`src/rtl/max7219_frame_sequencer_if.sv`:
```
// Command channel between the frame sequencer and the MAX7219 serial driver.
// The sequencer (master) presents {IRreg, data} with a one-cycle str pulse;
// the driver (slave) answers with busy while the frame is shifting out.
interface max7219_frame_sequencer_if;
    logic       str;
    logic [7:0] IRreg;
    logic [7:0] data;
    logic       busy;

    modport master (
        output str,
        output IRreg,
        output data,
        input  busy
    );

    modport slave (
        input  str,
        input  IRreg,
        input  data,
        output busy
    );
endinterface

```
`src/rtl/max7219_frame_sequencer.sv`:
```
// MAX7219 frame sequencer: holds an 8x8 framebuffer, runs the controller init
// sequence after reset, then forwards only changed rows / control levels to the
// serial driver as {address, data} commands. An optional periodic refresh marks
// everything dirty so the panel recovers from corrupted controller state.
module max7219_frame_sequencer #(
    parameter logic [3:0]  INTENSITY   = 4'h8,
    parameter logic [2:0]  SCAN_LIMIT  = 3'd7,
    parameter logic [7:0]  DECODE      = 8'h00,
    parameter int unsigned REFRESH_DIV = 5000000,
    parameter int unsigned ACK_TIMEOUT = 255
) (
    input  logic                             sys_clk,
    input  logic                             rst,
    input  logic                             row_we_i,
    input  logic [2:0]                       row_addr_i,
    input  logic [7:0]                       row_data_i,
    input  logic                             disp_on_i,
    input  logic                             test_mode_i,
    max7219_frame_sequencer_if.master        drv,
    output logic                             ready_o,
    output logic                             ack_err_o
);

    localparam logic [7:0]  REG_DECODE    = 8'h09;
    localparam logic [7:0]  REG_INTENSITY = 8'h0A;
    localparam logic [7:0]  REG_SCANLIM   = 8'h0B;
    localparam logic [7:0]  REG_SHUTDOWN  = 8'h0C;
    localparam logic [7:0]  REG_TEST      = 8'h0F;
    localparam logic [2:0]  INIT_LAST     = 3'd4;
    localparam logic [15:0] ACK_LAST      = 16'(ACK_TIMEOUT - 1);
    localparam logic [31:0] REFRESH_LAST  = (REFRESH_DIV == 0) ? 32'd0 : 32'(REFRESH_DIV - 1);

    typedef enum logic [2:0] {
        ST_INIT    = 3'd0,
        ST_ISSUE   = 3'd1,
        ST_WAIT_HI = 3'd2,
        ST_WAIT_LO = 3'd3,
        ST_SELECT  = 3'd4,
        ST_IDLE    = 3'd5
    } state_t;

    // Init table: test mode first so a panel left in test mode goes dark early,
    // shutdown register last so the display only turns on once fully configured.
    function automatic logic [15:0] init_cmd(input logic [2:0] idx,
                                             input logic       tm,
                                             input logic       dn);
        logic [15:0] cmd;
        case (idx)
            3'd0:    cmd = {REG_TEST,      7'b0000000, tm};
            3'd1:    cmd = {REG_DECODE,    DECODE};
            3'd2:    cmd = {REG_INTENSITY, 4'b0000, INTENSITY};
            3'd3:    cmd = {REG_SCANLIM,   5'b00000, SCAN_LIMIT};
            3'd4:    cmd = {REG_SHUTDOWN,  7'b0000000, dn};
            default: cmd = 16'h0000;
        endcase
        return cmd;
    endfunction

    state_t      state_q;
    logic [7:0]  fb_q [8];
    logic [7:0]  row_dirty_q;
    logic [7:0]  row_dirty_d;
    logic [1:0]  ctrl_dirty_q;      // [1] shutdown reg, [0] test reg
    logic [1:0]  ctrl_dirty_d;
    logic        sent_disp_q;
    logic        sent_test_q;
    logic [31:0] refresh_cnt_q;
    logic [2:0]  init_idx_q;
    logic        init_done_q;
    logic [15:0] wait_cnt_q;
    logic        str_q;
    logic [7:0]  ir_q;
    logic [7:0]  data_q;
    logic        ack_err_q;

    logic        refresh_wrap_s;
    logic        disp_pend_s;
    logic        test_pend_s;
    logic        row_any_s;
    logic [2:0]  row_sel_s;
    logic        any_pending_s;
    logic        launch_s;
    logic        send_disp_s;
    logic        send_test_s;
    logic [7:0]  clr_row_s;
    logic [1:0]  clr_ctrl_s;
    logic [7:0]  cmd_addr_d;
    logic [7:0]  cmd_data_d;

    assign refresh_wrap_s = (REFRESH_DIV != 0) && (refresh_cnt_q == REFRESH_LAST);

    // Pending work: a control is pending when its level differs from what the
    // controller last received, or a refresh forced it; rows use the dirty mask.
    always_comb begin
        disp_pend_s   = (disp_on_i != sent_disp_q) | ctrl_dirty_q[1];
        test_pend_s   = (test_mode_i != sent_test_q) | ctrl_dirty_q[0];
        row_any_s     = |row_dirty_q;
        row_sel_s     = 3'd0;
        for (int i = 7; i >= 0; i--) begin
            row_sel_s = row_dirty_q[i] ? 3'(i) : row_sel_s;
        end
        any_pending_s = disp_pend_s | test_pend_s | row_any_s;
    end

    // Command selection: init table while in INIT, otherwise shutdown reg >
    // test reg > lowest dirty row. A launch only happens while the driver is idle.
    always_comb begin
        cmd_addr_d  = 8'h00;
        cmd_data_d  = 8'h00;
        launch_s    = 1'b0;
        send_disp_s = 1'b0;
        send_test_s = 1'b0;
        clr_row_s   = 8'h00;
        clr_ctrl_s  = 2'b00;
        case (state_q)
            ST_INIT: begin
                launch_s                 = !drv.busy;
                {cmd_addr_d, cmd_data_d} = init_cmd(init_idx_q, test_mode_i, disp_on_i);
                send_test_s              = launch_s && (init_idx_q == 3'd0);
                send_disp_s              = launch_s && (init_idx_q == INIT_LAST);
            end
            ST_SELECT: begin
                if (disp_pend_s) begin
                    cmd_addr_d    = REG_SHUTDOWN;
                    cmd_data_d    = {7'b0000000, disp_on_i};
                    launch_s      = !drv.busy;
                    send_disp_s   = launch_s;
                    clr_ctrl_s[1] = launch_s;
                end else if (test_pend_s) begin
                    cmd_addr_d    = REG_TEST;
                    cmd_data_d    = {7'b0000000, test_mode_i};
                    launch_s      = !drv.busy;
                    send_test_s   = launch_s;
                    clr_ctrl_s[0] = launch_s;
                end else if (row_any_s) begin
                    // Captured from the registered framebuffer, so a write landing
                    // on the same edge is not included and re-marks the row dirty.
                    cmd_addr_d = {5'b00000, row_sel_s} + 8'd1;
                    cmd_data_d = fb_q[row_sel_s];
                    launch_s   = !drv.busy;
                    clr_row_s  = launch_s ? 8'(8'd1 << row_sel_s) : 8'h00;
                end else begin
                    launch_s   = 1'b0;
                end
            end
            default: begin
                launch_s = 1'b0;
            end
        endcase
    end

    // Dirty mask update: launch clears, refresh and user writes set; set wins.
    always_comb begin
        row_dirty_d  = row_dirty_q & ~clr_row_s;
        ctrl_dirty_d = ctrl_dirty_q & ~clr_ctrl_s;
        if (refresh_wrap_s) begin
            row_dirty_d  = 8'hFF;
            ctrl_dirty_d = 2'b11;
        end else begin
            row_dirty_d  = row_dirty_d;
            ctrl_dirty_d = ctrl_dirty_d;
        end
        if (row_we_i) begin
            row_dirty_d[row_addr_i] = 1'b1;
        end else begin
            row_dirty_d = row_dirty_d;
        end
    end

    // Framebuffer storage, written directly by user logic.
    always_ff @(posedge sys_clk or posedge rst) begin
        if (rst) begin
            for (int i = 0; i < 8; i++) begin
                fb_q[i] <= 8'h00;
            end
        end else if (row_we_i) begin
            fb_q[row_addr_i] <= row_data_i;
        end
    end

    // Dirty bookkeeping; every row starts dirty so the panel is cleared after init.
    always_ff @(posedge sys_clk or posedge rst) begin
        if (rst) begin
            row_dirty_q  <= 8'hFF;
            ctrl_dirty_q <= 2'b00;
        end else begin
            row_dirty_q  <= row_dirty_d;
            ctrl_dirty_q <= ctrl_dirty_d;
        end
    end

    // Free-running refresh divider; held at zero when refresh is disabled.
    always_ff @(posedge sys_clk or posedge rst) begin
        if (rst) begin
            refresh_cnt_q <= 32'd0;
        end else if (REFRESH_DIV == 0) begin
            refresh_cnt_q <= 32'd0;
        end else if (refresh_wrap_s) begin
            refresh_cnt_q <= 32'd0;
        end else begin
            refresh_cnt_q <= refresh_cnt_q + 32'd1;
        end
    end

    // Sequencer FSM with registered command outputs and handshake tracking.
    always_ff @(posedge sys_clk or posedge rst) begin
        if (rst) begin
            state_q     <= ST_INIT;
            str_q       <= 1'b0;
            ir_q        <= 8'h00;
            data_q      <= 8'h00;
            ack_err_q   <= 1'b0;
            init_idx_q  <= 3'd0;
            init_done_q <= 1'b0;
            wait_cnt_q  <= 16'd0;
            sent_disp_q <= 1'b0;
            sent_test_q <= 1'b0;
        end else begin
            if (send_disp_s) begin
                sent_disp_q <= disp_on_i;
            end
            if (send_test_s) begin
                sent_test_q <= test_mode_i;
            end
            case (state_q)
                ST_INIT: begin
                    if (launch_s) begin
                        ir_q       <= cmd_addr_d;
                        data_q     <= cmd_data_d;
                        str_q      <= 1'b1;
                        init_idx_q <= init_idx_q + 3'd1;
                        if (init_idx_q == INIT_LAST) begin
                            init_done_q <= 1'b1;
                        end
                        state_q    <= ST_ISSUE;
                    end
                end
                ST_SELECT: begin
                    if (launch_s) begin
                        ir_q    <= cmd_addr_d;
                        data_q  <= cmd_data_d;
                        str_q   <= 1'b1;
                        state_q <= ST_ISSUE;
                    end else if (!any_pending_s) begin
                        state_q <= ST_IDLE;
                    end
                end
                ST_ISSUE: begin
                    str_q      <= 1'b0;
                    wait_cnt_q <= 16'd0;
                    state_q    <= ST_WAIT_HI;
                end
                ST_WAIT_HI: begin
                    if (drv.busy) begin
                        state_q <= ST_WAIT_LO;
                    end else if (wait_cnt_q == ACK_LAST) begin
                        // Driver never acknowledged; flag it and move on rather than stall.
                        ack_err_q <= 1'b1;
                        state_q   <= ST_WAIT_LO;
                    end else begin
                        wait_cnt_q <= wait_cnt_q + 16'd1;
                    end
                end
                ST_WAIT_LO: begin
                    if (!drv.busy) begin
                        state_q <= init_done_q ? ST_SELECT : ST_INIT;
                    end
                end
                ST_IDLE: begin
                    if (any_pending_s) begin
                        state_q <= ST_SELECT;
                    end
                end
                default: begin
                    state_q <= ST_INIT;
                end
            endcase
        end
    end

    assign drv.str   = str_q;
    assign drv.IRreg = ir_q;
    assign drv.data  = data_q;
    assign ack_err_o = ack_err_q;
    assign ready_o   = (state_q == ST_IDLE) && !any_pending_s && init_done_q;

endmodule
```
`src/flat_wrapper.sv`:
```
// flat-port wrapper written by rule: the top's interface ports become plain ports
module max7219_frame_sequencer_flat 
#(
    parameter logic [3:0]  INTENSITY   = 4'h8,
    parameter logic [2:0]  SCAN_LIMIT  = 3'd7,
    parameter logic [7:0]  DECODE      = 8'h00,
    parameter int unsigned REFRESH_DIV = 5000000,
    parameter int unsigned ACK_TIMEOUT = 255
)
  (sys_clk, rst, row_we_i, row_addr_i, row_data_i, disp_on_i, test_mode_i, ready_o, ack_err_o, drv_str, drv_IRreg, drv_data, drv_busy);
  max7219_frame_sequencer_if drv_i ();
  input  logic sys_clk;
  input  logic rst;
  input  logic row_we_i;
  input  logic [2:0] row_addr_i;
  input  logic [7:0] row_data_i;
  input  logic disp_on_i;
  input  logic test_mode_i;
  output logic ready_o;
  output logic ack_err_o;
  output wire logic [$bits(drv_i.str)-1:0] drv_str;
  output wire logic [$bits(drv_i.IRreg)-1:0] drv_IRreg;
  output wire logic [$bits(drv_i.data)-1:0] drv_data;
  input wire logic [$bits(drv_i.busy)-1:0] drv_busy;
  assign drv_str = drv_i.str;
  assign drv_IRreg = drv_i.IRreg;
  assign drv_data = drv_i.data;
  assign drv_i.busy = drv_busy;
  max7219_frame_sequencer #(.INTENSITY(INTENSITY), .SCAN_LIMIT(SCAN_LIMIT), .DECODE(DECODE), .REFRESH_DIV(REFRESH_DIV), .ACK_TIMEOUT(ACK_TIMEOUT)) u_core (.sys_clk(sys_clk), .rst(rst), .row_we_i(row_we_i), .row_addr_i(row_addr_i), .row_data_i(row_data_i), .disp_on_i(disp_on_i), .test_mode_i(test_mode_i), .drv(drv_i), .ready_o(ready_o), .ack_err_o(ack_err_o));
endmodule
```
`config.mk`:
```
export PLATFORM = sky130hd
export DESIGN_NAME = max7219_frame_sequencer_flat
export DESIGN_NICKNAME = d
export VERILOG_FILES = /design/src/rtl/max7219_frame_sequencer_if.sv /design/src/rtl/max7219_frame_sequencer.sv /design/src/flat_wrapper.sv
export SDC_FILE = /design/constraint.sdc
export NUM_CORES = 1
export LEC_CHECK = 0
export ABC_AREA = 1
export BUFFER_PORTS_ARGS = -buffer_cell sky130_fd_sc_hd__buf_4
export CAP_MARGIN = 10
export CORE_AREA = 2 2 127 129
export CTS_CLUSTER_SIZE = 25
export DETAILED_ROUTE_END_ITERATION = 8
export DIE_AREA = 0 0 129 131
export GPL_ROUTABILITY_DRIVEN = 1
export PLACE_DENSITY = 0.66
export REMOVE_ABC_BUFFERS = 1
export SLEW_MARGIN = 0
export SYNTH_ARGS = -nofsm -noshare
export SYNTH_HDL_FRONTEND = slang
export SYNTH_SLANG_ARGS = --single-unit
```
`constraint.sdc`:
```
create_clock -name sys_clk -period 5.4 [get_ports sys_clk]
set_input_delay 0.27 -clock sys_clk [delete_from_list [all_inputs] [get_ports sys_clk]]
set_output_delay 0.27 -clock sys_clk [all_outputs]
set_load 0.1 [all_outputs]
```
Word level (Yosys, flattened, before mapping)
Index checks and enable logic that the tools add are counted.
{"block": "totals", "reg_bits": 149, "input_bits": 17, "out_inout_bits": 19, "wordCells": 143}
{"block": "classes", "add_sub_neg": 4, "magnitude_cmp": 5, "n_eq_ne": 21, "shift": 1, "mux": 58, "n_bitwise": 12, "reduce_logical": 21}
{"op": "$mux W8", "n": 18}
{"op": "$bwmux W64", "n": 1}
{"op": "$pmux W12 S5", "n": 1}
{"op": "$mux W3", "n": 16}
{"op": "$add A32 B1 Y32 const B", "n": 1}
{"op": "$eq A32 B23 Y1 const B", "n": 1}
{"op": "$mux W16", "n": 2}
{"op": "$mux W32", "n": 1}
{"op": "$pmux W16 S2", "n": 1}
{"op": "$bmux W8 S3", "n": 1}
{"op": "$demux W8 S3", "n": 1}
{"op": "$pmux W3 S6", "n": 1}
{"op": "$add A16 B1 Y16 const B", "n": 1}
{"op": "$eq A16 B8 Y1 const B", "n": 1}
{"op": "$eq A3 B2 Y1 const B", "n": 4}
{"op": "$eq A3 B3 Y1 const B", "n": 3}
{"op": "$reduce_and A3 Y1", "n": 3}
{"op": "$and A8 B8 Y8", "n": 1}
{"op": "$ge A4 B4 Y1 const B", "n": 2}
{"op": "$mux W1", "n": 8}
{"op": "$not A3 Y4", "n": 2}
{"op": "$not A8 Y8", "n": 1}
{"op": "$or A8 B8 Y8", "n": 1}
{"op": "$pmux W1 S2", "n": 4}
{"op": "26 further kinds", "n": 46}

Logic depth before layout (Yosys ltp)
Gate-level depths: netlist of run 1.
{"block": "logic_depth", "depth_word": 19, "depth_mapped": 16, "mapped_depth_nobuf": 15}

Worst setup path after synthesis of run 1
Ideal clock, no wire load.
{"block": "synth_timing", "path_type": "reg2out", "from": "reg u_core.row_dirty_q[7]", "to": "out ready_o", "arrival_ps": 2347, "required_time_ps": 5130, "path_slack_ps": 2783, "path_stages_with_launch": 7, "path_buffers": 0, "cell_sequence": "dfstp_2 > or2_1 > nor3_1 > nand2_1 > inv_2 > nand4_1 > nor2_1"}
{"block": "synth_via", "elab_chain_cells": 5}
{"item": "start: declaration", "line_no": "max7219_frame_sequencer.sv:61", "source": "logic [7:0] row_dirty_q;"}
{"item": "start signal: assignment", "line_no": "max7219_frame_sequencer.sv:187", "source": "row_dirty_q <= row_dirty_d;"}
{"item": "$reduce_or A8 Y1", "line_no": "max7219_frame_sequencer.sv:97", "source": "row_any_s = |row_dirty_q;"}
{"item": "$or A1 B1 Y1", "line_no": "max7219_frame_sequencer.sv:102", "source": "any_pending_s = disp_pend_s | test_pend_s | row_any_s;"}
{"item": "$logic_not A1 Y1"}
{"item": "$logic_and A1 B1 Y1 (2 in a row)", "line_no": "max7219_frame_sequencer.sv:285", "source": "assign ready_o = (state_q == ST_IDLE) && !any_pending_s && init_done_q;"}
{"item": "end: declaration", "line_no": "flat_wrapper.sv:19", "source": "output logic ready_o;"}
No other way between the ends.

Worst setup path after layout of run 1
{"block": "layout_timing", "from": "reg u_core.row_dirty_q[5]", "to": "reg u_core.row_dirty_q[1]"}
{"block": "layout_via", "elab_chain_cells": 17}
{"item": "$mux W3 (6 in a row)", "line_no": "max7219_frame_sequencer.sv:100", "source": "row_sel_s = row_dirty_q[i] ? 3'(i) : row_sel_s;"}
{"item": "$shl A1 B3 Y8", "line_no": "max7219_frame_sequencer.sv:141", "source": "clr_row_s = launch_s ? 8'(8'd1 << row_sel_s) : 8'h00;"}
{"item": "$mux W8", "line_no": "max7219_frame_sequencer.sv:141"}
{"item": "$mux W8 (*)", "line_no": "max7219_frame_sequencer.sv:135", "source": "end else if (row_any_s) begin"}
{"item": "$mux W8 (*)", "line_no": "max7219_frame_sequencer.sv:129", "source": "end else if (test_pend_s) begin"}
{"item": "$mux W8 (*)", "line_no": "max7219_frame_sequencer.sv:123", "source": "if (disp_pend_s) begin"}
{"item": "$mux W8 (*)", "line_no": "max7219_frame_sequencer.sv:115", "source": "case (state_q)"}
{"item": "$not A8 Y8 (*)", "line_no": "max7219_frame_sequencer.sv:154", "source": "row_dirty_d = row_dirty_q & ~clr_row_s;"}
{"item": "$and A8 B8 Y8 (*)", "line_no": "max7219_frame_sequencer.sv:154"}
{"item": "$mux W8 (*)", "line_no": "max7219_frame_sequencer.sv:156", "source": "if (refresh_wrap_s) begin"}
{"item": "$or A8 B8 Y8 (no source line)"}
{"item": "$mux W8 (*)", "line_no": "max7219_frame_sequencer.sv:163", "source": "if (row_we_i) begin"}
{"item": "via u_core.row_dirty_d[1]", "line_no": "max7219_frame_sequencer.sv:62", "source": "logic [7:0] row_dirty_d;"}
The timed path passes the listed nets; every way through them passes the cells marked *.
A chain may end at the register's enable or synchronous reset.

==> metrics.txt, run 1 <==
r2r endpoint=u_core.row_dirty_q[1]$_DFF_PP1_; Core Box Area=around 16000 µm²; CP Launch Point=u_core.row_dirty_q[5]$_DFF_PP1_; r2r worst-path depth=13; CP peak stage delay=around 0.54 ns; CP Max Fanout=15; Synth async-reset ratio=between 90% and 100%; largest net degree at the start of global routing=a little over 100; initial core utilization=48.6%; grt ovf=0; relative slew slack=~39%; per-cell routed wire length=14.5 µm; Crit-path slowest cell=dfstp_2; Post-Syn Area per Cell=slightly below 8 µm²; outcome=completed; TritonCTS Sinks=between 100 and 150; Clk Latency, worst-skew pair=approximately 0.43 ns; Final min period=between 2 and 2.5 ns; clk root buf=clkbuf_16; row count=46; kind of critical path=flop to flop; Post-synth EDFFs=0; synthesized area=around 7600 µm²; Max Cap Violations=0; Final Skew=around 0.0093 ns; Ant. Diodes=0; CTS tree=built; sequential-to-total area share from yosys stat=48.0%; Fmax achieved=0.405 GHz; antenna violations before repair=0; Fin. Hold Viols=0; YS warnings=0; VDD IR max=0.276 mV; Critical Path, Cell by Cell=inv_1 -> nand2_1 -> nand2_1 -> nand2_1 -> nand2_1 -> nand2_2 -> nand2_1 -> inv_1 -> buf_4 -> ha_1 -> inv_1 -> o41ai_1 -> nand3_1; layout cell share with drive strength beyond 1=between 10 and 15%; DRT iter0 DRCs=between 400 and 500; HP Class=input pin to async pin; htree depth=4; gpl congestion=just over 0.9; Worst Setup Start Kind=flop; Worst Tran Pin Value=approximately 0.9 ns; Sw Share=a little under two fifths; Synth area leaders=dfrtp_1 45%, nand2_1 12%, o21ai_0 6.4%; Core Util, Final=55.3%; GR peak layer=met2; Logic pwr share=between 20% and 30%; Final setup viols=0; DRC viols=0; Vias=about 6.3k; Detailed Route WL=17.6 mm; Die Area=about 17000 µm²; CTS Buffer Depth=2; flops & latches, synth=~150; Worst R2R Setup Slack=about 2.9 ns; vias in the first global route=between 5k and 6k; GR Util All Layers=between 20% and 30%; Worst Path Arrival=around 2.8 ns; Leakage=about 4.2 nW; reg2reg start=u_core.row_dirty_q[5]$_DFF_PP1_; Power Density=slightly above 400 nW/µm²; First-pass DRT Iterations=5; die height=about 130 µm; Die X-Extent=129 µm; Most used DFF post-synth=dfrtp_1; Worst Setup EP=u_core.row_dirty_q[1]$_DFF_PP1_; Routed Antenna Nets=0; TritonCTS buffer count=17; first-pass GRT wire length=between 20 and 30 mm; IO buf count=31; Hold-fix buffers, CTS=0; CP dominant cell by count=nand2_1; Sequential Power Share=about two fifths; P&R area growth vs syn=13.6%; Slew Limit Fails=0; grt met3 use=a little over 4%; I/O pin cnt=36; final-stage net count=1018; Post-CTS Setup Bufs=0; CTS clk-pin slew, worst paths=approximately 0.060 ns; Sw Pwr=roughly 0.0013 W; Yosys top cell by area=dfrtp_1; RSZ-0062 raised after global routing=no; DP HPWL=12.0 mm; period utilization=45.7%; required time of the critical path=5.74 ns; clock group share of total power=about 34%; met1 GRT Util=roughly a third; GR Util met2=between 30% and 40%; Power Internal=around 0.0022 W; cts repair resizes=0; DR vias/cell=between 5 and 6; synthesized instance count=957; Yosys cell types=45; Yosys top cell area share=between 40% and 50%; Setup crit end kind=flop; setup TNS=0 ns
-- power by group through the flow --
stage | registers, W | clock network [W] | logic, W
after floorplan | 0.00160 | 0 | 0.000502
after global placement | 0.00139 | 0 | 0.000942
after detailed placement | 0.00139 | 0 | 0.000953
after CTS | 0.00137 | 0.00123 | 0.000960
after global routing | 0.00140 | 0.00127 | 0.00108
final | 0.00137 | 0.00121 | 0.000955
-- routing by layer --
| metal | part of all wire (%) | vias up |
|---|---|---|
| li1 | - | 3189 |
| met1 | 50 | 2922 |
| met2 | 44 | 129 |
| met3 | 4.1 | 21 |
| met4 | 1.6 | 0 |
| met5 | 0 | - |
-- registers in the layout, indices dropped and copies added (netlist names) --
name,cells
u_core.init_done_q,1
u_core.row_dirty_q,8
u_core.sent_test_q,1
u_core.state_q,3
u_core.drv.str,1
u_core.sent_disp_q,1
u_core.drv.data,8
u_core.refresh_cnt_q,32
u_core.ctrl_dirty_q,2
u_core.fb_q,64
u_core.ack_err_o,1
u_core.wait_cnt_q,16
u_core.drv.IRreg,4
u_core.init_idx_q,3
-- final cells by class --
type | instances | area [µm²]
timing repair buffer | 36 | 270
clock buffer | 19 | 453
sequential | 145 | 3640
fill | 1481 | 6980
inverter | 119 | 452
tap | 216 | 270
multi-input combinational | 669 | 3390
clock inverter | 13 | 148
-- synthesized netlist by cell type (all sizes together) (2+ instances only) --
library cell and count:
o211ai 2, clkbuf 11, buf 16, dfstp 8, inv 119, o31ai 8
nand3b 2, nor3 27, nor4 13, xnor2 3, o21a 2, nand3 84
nand4 16, o21ai 99, nor2 87, a31oi 5, xor2 19, o21bai 2
a21oi 32, nand2 243, dfrtp 137, ha 13
-- per-stage QoR --
| step | cell area (µm²) | hold WS [ns] | setup slack [ns] | instances | total power (W) |
|---|---|---|---|---|---|
| after global placement | 8020 | 0.459 | 3.00 | 1185 | 0.00233 |
| after global routing | 8620 | 0.0784 | 2.73 | 1217 | 0.00374 |
| after CTS | 8620 | 0.0440 | 2.93 | 1217 | 0.00356 |
| final | 8620 | 0.00109 | 2.93 | 1217 | 0.00354 |
| after detailed placement | 8020 | 0.464 | 2.95 | 1185 | 0.00234 |
| after floorplan | 7470 | 0.391 | 1.25 | 933 | 0.00210 |
-- worst max-delay path: cells and delay by family (launching register included) --
family,cells,cell delay (ns)
flip-flops,1,0.54
adder cells (fa/ha/maj),1,0.15
AND/OR/NAND/NOR,7,0.56
buffers and inverters,4,0.77
AO/OA/AOI/OAI,1,0.35
-- cells by family (layout without fill, tap and decap cells) --
kind of cell / after synthesis / in the layout / synth area share (%)
other: 1 / 4 / 0.0494
AND/OR/NAND/NOR: 473 / 473 / 28.3
multiplexers: 1 / 1 / 0.132
buffers and inverters: 146 / 187 / 7.60
adder cells (fa/ha/maj): 13 / 13 / 2.14
XOR/XNOR: 22 / 22 / 2.54
AO/OA/AOI/OAI: 156 / 156 / 11.2
flip-flops: 145 / 145 / 48.0
-- how the worst min path moves through the flow --
stage	to	depth (start not counted)
4_1_cts	u_core.fb_q[7]$_DFFE_PP0P_	3
3_5_place_dp	u_core.ctrl_dirty_q[1]$_DFF_PP0_	2
6_report	u_core.refresh_cnt_q[10]$_DFF_PP0_	2
3_3_place_gp	u_core.fb_q[35]$_DFFE_PP0P_	2
5_1_grt	u_core.fb_q[5]$_DFFE_PP0P_	3
2_1_floorplan	u_core.fb_q[3]$_DFFE_PP0P_	2
-- placed cells by master (no fill, tap or decap), drive strengths merged, types with 3 or more instances in the layout --
master | netlist | routed
a31oi | 5 | 5
clkinvlp | 0 | 4
nand3 | 84 | 84
nor2 | 87 | 87
dfstp | 8 | 8
inv | 119 | 125
nand2 | 243 | 243
o21ai | 99 | 99
xnor2 | 3 | 3
nand4 | 16 | 16
clkbuf | 11 | 19
o31ai | 8 | 8
dfrtp | 137 | 137
xor2 | 19 | 19
conb | 1 | 4
ha | 13 | 13
buf | 16 | 36
a21oi | 32 | 32
nor4 | 13 | 13
nor3 | 27 | 27
Note: power is estimated with default switching activity, not from simulation.
==> run 2, diff against run 1 <==
Clock period 5.4 ns to 2.3 ns, I/O delays scaled along.
==> run 2 against run 1 <==
Clock power increased by 130%. First-iteration DRC count increased by 21%. Die area unchanged. Critical path type is now flop to output port.
==> metrics.txt, run 2 (same netlist as run 1, synthesis figures left out) <==
Worst Setup Start Kind=flop; Final setup viols=0 (unchanged); vias in the first global route=6025 (+2.4%); Die Area=16900 µm² (unchanged); CP Max Fanout=6 (-9); kind of critical path=flop to output port; most frequent cells in the layout=233 x nand2_1, 137 x dfrtp_1, 109 x inv_1; Final min period=2.13 ns; antenna violations before repair=0 (unchanged); CTS clk-pin slew, worst paths=0.07 ns (about the same); Routed Antenna Nets=0 (unchanged); Min Hold Slack=0.0546 ns (+0.0535 ns); GR Util All Layers=22.4% (about the same); DP HPWL=12.4 mm (+3.3%); Hold Path Cell Cnt=3; Core Box Area=15600 µm² (unchanged); TritonCTS buffer count=17 (unchanged); per-cell routed wire length=14.3 µm (-1.1%); Worst R2R Setup Slack=0.21 ns (-2.72 ns); first-pass GRT wire length=30.0 mm (+1.2%); HP Class=input pin to flop; outcome=completed; gpl congestion=0.906 (-1.8%); VDD IR max=0.604 mV (+120%); Clk Latency, worst-skew pair=0.43 ns (about the same); First-pass DRT Iterations=5 (unchanged); relative slew slack=52.2% (+13 points); I/O pin cnt=36 (unchanged); r2r endpoint=u_core.refresh_cnt_q[24]$_DFF_PP0_; setup ws final=0.168 ns (-2.76 ns); Ant. Diodes=0 (unchanged); CTS Buffer Depth=2 (unchanged); Fin. Hold Viols=0 (unchanged); largest net degree at the start of global routing=61 (-40%); Fmax achieved=about 0.47 GHz; Slew Limit Fails=0 (unchanged); Worst Path Arrival=2.02 ns (-0.79 ns); initial core utilization=48.6% (unchanged); Power Density=943 nW/µm² (+130%); Post-CTS Setup Bufs=0 (unchanged); Hold EP=u_core.fb_q[4]$_DFFE_PP0P_; IO buf count=31 (unchanged); required time of the critical path=2.18 ns (-3.56 ns); Final Skew=0.0101 ns (+0.000716 ns); grt ovf=0 (unchanged); Hold Crit Start=row_data_i[4]; Max Cap Violations=0 (unchanged); die height=131 µm (unchanged); Top Registers=u_core.fb_q: 64 flops, u_core.refresh_cnt_q: 32 flops, u_core.wait_cnt_q: 16 flops; Vias=6421 (+2.6%); DRC viols=0 (unchanged); P&R area growth vs syn=16.6%; reg2reg start=u_core.refresh_cnt_q[0]$_DFF_PP0_; DRT iter0 DRCs=565 (+21%); most common cell after layout, fill and taps aside=nand2_1; period utilization=between 90% and 100%; Filler cells=1421 (-4.1%); DR vias/cell=5.18 (+0.65%); CTS tree=built; clk root buf=clkbuf_16; htree depth=4 (unchanged); Worst Tran Pin Value=0.716 ns (-0.202 ns); Leakage=4.29 nW (+3.0%); Setup crit end kind=output port; TritonCTS Sinks=145 (unchanged); Biggest register=u_core.fb_q; Detailed Route WL=17.8 mm (+0.72%); layout cell share with drive strength beyond 1=13.3% (+1.7 points); max FFs per register=64 (unchanged); Place WS=0.161 ns (-2.78 ns); Die X-Extent=129 µm (unchanged); r2r worst-path depth=12 (-1); row count=46 (unchanged); final-stage net count=1041 (+2.3%)
-- run 2: cell types whose count changed in the layout (fill, tap and decap cells not counted), moves of 2 or more --
cell / previous run / this run
clkbuf_8: 2 / 0
clkinv_4: 0 / 2
buf_4: 36 / 50
inv_6: 7 / 4
dlygate4sd3_1: 0 / 7
inv_8: 0 / 5
-- run 2: power breakdown --
group / internal, W / switching, W / leakage (nW)
combinational: 0.000691 / 0.00166 / 2.16
sequential: 0.00296 / 0.000272 / 1.85
clock: 0.00155 / 0.00122 / 0.283
-- run 2: area by class of cell --
class,instances,area (µm²),share of cell area (%)
multi-input cells,669,3410,38.6
clock buffers,17,425,4.81
well taps,216,270,3.05
flip-flops and latches,145,3640,41.1
clock inverters,15,169,1.91
repair buffers,59,477,5.39
inverters,119,454,5.13
-- run 2: stage by stage --
step           std cells  setup TNS (ns)  utilization (%)  total power, W  instance area [µm²]
2_1_floorplan        933         -242.70                -         0.00494                 7470
3_3_place_gp        1201               0             52.3         0.00557                 8150
3_5_place_dp        1201               0             52.3         0.00559                 8150
4_1_cts             1240               0             56.5         0.00838                 8810
5_1_grt             1240        -0.00276             56.7         0.00882                 8850
6_report            1240               0             56.7         0.00834                 8850
-- run 2: critical path, stage by stage (launching register included) --
cell and delay, ns:
dfstp_2 0.37, or2_1 0.25, nor3_2 0.17, nand2_1 0.15
inv_2 0.13, nand4_1 0.13, nor2_1 0.15, buf_6 0.24
-- run 2: what timing repair did --
action                                  in CTS  in global routing
resized for setup                            0                  9
endpoints found under the hold margin       63                  0
endpoints found under the setup margin       0                 11
hold buffers                                 7                  0
-- run 2: worst max path at each step --
stage / start / end / slack [ns] / cells after the start
after floorplan: rst / u_core.ack_err_o$_DFFE_PP0P_ / -1.70 / 1
after global placement: u_core.row_dirty_q[0]$_DFF_PP1_ / u_core.drv.data[5]$_DFFE_PP0P_ / 0.14 / 10
after detailed placement: u_core.row_dirty_q[0]$_DFF_PP1_ / u_core.drv.data[5]$_DFFE_PP0P_ / 0.16 / 10
after CTS: u_core.row_dirty_q[7]$_DFF_PP1_ / ready_o / 0.05 / 7
after global routing: u_core.row_dirty_q[7]$_DFF_PP1_ / ready_o / -0.003 / 7
final: u_core.row_dirty_q[7]$_DFF_PP1_ / ready_o / 0.17 / 7
-- run 2: metal layers --
| metal | track usage [%] | wire (µm) | vias to the layer above |
|---|---|---|---|
| met5 | 0 | 0 | - |
| met4 | 6.91 | 262 | 0 |
| met3 | 3.50 | 647 | 23 |
| met2 | 34.4 | 7840 | 135 |
| met1 | 32.9 | 9000 | 3032 |
| li1 | - | - | 3231 |
==> run 3, diff against run 2 <==
Settings changed: BUFFER_PORTS_ARGS -buffer_cell sky130_fd_sc_hd__buf_4 to default, DONT_BUFFER_PORTS from default to 1, GPL_TIMING_DRIVEN from default to 0, PLACE_DENSITY 0.66 to default.
==> run 3 against run 2 <==
Critical path depth fell by 1. Clock power rose by 5%. Core utilization increased by 0.21 points. Cell count decreased by 1.9%. Worst hold slack got worse by 0.026 ns. First-iteration DRC count is 30% lower. Largest cell class unchanged.
==> metrics.txt, run 3 (same netlist as run 1, synthesis figures left out) <==
outcome=completed; CTS Buffer Depth=2 (unchanged); initial core utilization=48.6% (unchanged); vias in the first global route=5841 (-3.1%); Setup crit end kind=output port; Worst R2R Setup Slack=0.05 ns (-0.16 ns); largest net degree at the start of global routing=85 (+39%); clk root buf=clkbuf_16; grt ovf=0 (unchanged); GR Util All Layers=22.3% (-0.12 points); DR vias/cell=5.18 (+0.11%); DRT iter0 DRCs=395 (-30%); Routed Antenna Nets=0 (unchanged); TritonCTS Sinks=145 (unchanged); relative slew slack=37.0% (-15 points); HP Class=input pin to flop; Top Registers=u_core.fb_q: 64 flops, u_core.refresh_cnt_q: 32 flops, u_core.wait_cnt_q: 16 flops; I/O pin cnt=36 (unchanged); DP HPWL=11.8 mm (-5.1%); register area=3640 µm² (about the same); Crit path max-delay family=simple AND/OR/NAND/NOR gates; Ant. Diodes=0 (unchanged); Critical Path, Cell by Cell=or2_1 -> nor3_4 -> nand2_2 -> inv_2 -> nand4_1 -> nor2_4; Slew Limit Fails=0 (unchanged); antenna violations before repair=0 (unchanged); required time of the critical path=2.18 ns (about the same); max FFs per register=64 (unchanged); Fmax achieved=0.445 GHz (-5.1%); Core Box Area=15600 µm² (unchanged); DR WL met3=514 µm (-21%); setup TNS=0 ns (unchanged); final-stage net count=1018 (-2.2%); CP Buf/Inv Count=1 (-1); Vias=6309 (-1.7%); Leakage=4.20 nW (-2.1%); Place WS=-1.04 ns (-1.20 ns); die height=131 µm (unchanged); Worst Tran Pin Value=0.945 ns (+0.229 ns); period utilization=97.7% (+5.0 points); Worst Setup Start Kind=flop; row count=46 (unchanged); Min Hold Slack=0.0289 ns (-0.0258 ns); P&R area growth vs syn=17.1%; DRC viols=0 (unchanged); Final setup viols=0 (unchanged); Final min period=2.25 ns (+0.115 ns); most common cell after layout, fill and taps aside=nand2_1; area of the multi-input gates=3480 µm² (+1.9%); met1 wire length=9.05 mm (+0.56%); Biggest register=u_core.fb_q; CTS clk-pin slew, worst paths=0.06 ns (about the same); VDD IR max=0.568 mV (-6.0%); Final Skew=0.00758 ns (-0.00248 ns); max layer used=met4; kind of critical path=flop to output port; CP Launch Point=u_core.row_dirty_q[7]$_DFF_PP1_; Clk Latency, worst-skew pair=0.43 ns (about the same); Power Density=945 nW/µm² (+0.20%); Placed Instances=1152 (-4.1%); fin cells=1217 (-1.9%); first-pass GRT wire length=29.4 mm (-2.0%); reg2reg start=u_core.row_dirty_q[0]$_DFF_PP1_; CP peak stage delay=0.52 ns (+0.15 ns); Fin. Hold Viols=0 (unchanged); Filler cells=1464 (+3.0%); CP Max Fanout=3 (-3); Worst Path Arrival=2.13 ns (+0.11 ns); DR WL met2=8.38 mm (+6.8%); layout cell share with drive strength beyond 1=11.9% (-1.4 points); Die Area=16900 µm² (unchanged); IO buf count=0 (-100%); Crit-path slowest cell=nor2_4; CTS tree=built; Die X-Extent=129 µm (unchanged); Max Cap Violations=0 (unchanged); per-cell routed wire length=14.9 µm (+3.8%); most frequent cells in the layout=230 x nand2_1, 136 x dfrtp_1, 106 x inv_1; First-pass DRT Iterations=5 (unchanged); Detailed Route WL=18.1 mm (+1.9%); Hold Crit Start=row_addr_i[1]; gpl congestion=0.838 (-7.5%); htree depth=4 (unchanged); TritonCTS buffer count=17 (unchanged); RSZ-0062 raised after global routing=yes; setup ws final=0.0530 ns (-0.115 ns)
[run 3: cell types whose count changed in the layout (fill, tap and decap cells not counted), sizes merged]
cell,delta
clkinvlp,+4
bufinv,+2
inv,-7
clkbuf,+3
dlygate4sd3,+5
buf,-30
[run 3: worst paths after layout]
kind	end	depth (start not counted)
setup / recovery	ready_o	6
hold / removal	u_core.fb_q[5]$_DFFE_PP0P_	4
setup reg to reg	u_core.drv.IRreg[2]$_DFFE_PP0P_	11
hold reg to reg	u_core.fb_q[51]$_DFFE_PP0P_	2
max in group asynchronous	u_core.row_dirty_q[3]$_DFF_PP1_	3
min in group asynchronous	u_core.refresh_cnt_q[14]$_DFF_PP0_	2
[run 3: area by class of cell]
type                       count  share of cell area, %
clock buffer                  19                   5.10
multi-input combinational    669                   39.2
sequential                   145                   41.0
clock inverter                13                   1.99
timing repair inverter         1                 0.0845
tap                          216                   3.04
inverter                     119                   5.27
timing repair buffer          35                   4.35
[run 3: metrics by stage]
stage,util (%),power (W),cell area [µm²]
5_1_grt,56.9,0.00890,8880
2_1_floorplan,-,0.00494,7470
4_1_cts,56.0,0.00837,8740
6_report,56.9,0.00839,8880
3_5_place_dp,50.1,0.00535,7820
3_3_place_gp,49.6,0.00531,7740
[run 3: timing repair]
action / 4_1_cts / 5_1_grt
pin swaps: 4 / 9
hold buffers: 12 / 0
endpoints found under the setup margin: 20 / 31
gates cloned: 1 / 1
endpoints found under the hold margin: 123 / 0
gates resized for setup: 18 / 13
buffers inserted: 11 / 8
[run 3: where the power goes]
part / switching, W / total (W) / internal [W]
logic: 0.00108 / 0.00169 / 0.000610
clock network: 0.00113 / 0.00291 / 0.00179
registers: 0.000843 / 0.00379 / 0.00294
total: 0.00305 / 0.00839 / 0.00534
[run 3: metal layers]
layer | GRT usage, % | vias up
met5 | 0 | -
met2 | 34.7 | 115
met1 | 31.6 | 2986
met3 | 4.64 | 14
met4 | 6.71 | 0
li1 | - | 3194
[run 3: worst min-delay path, cell delays in order]
cell and delay, ns:
nand2_1 0.04, nor2_1 0.11, nand2_1 0.08, o21ai_0 0.07
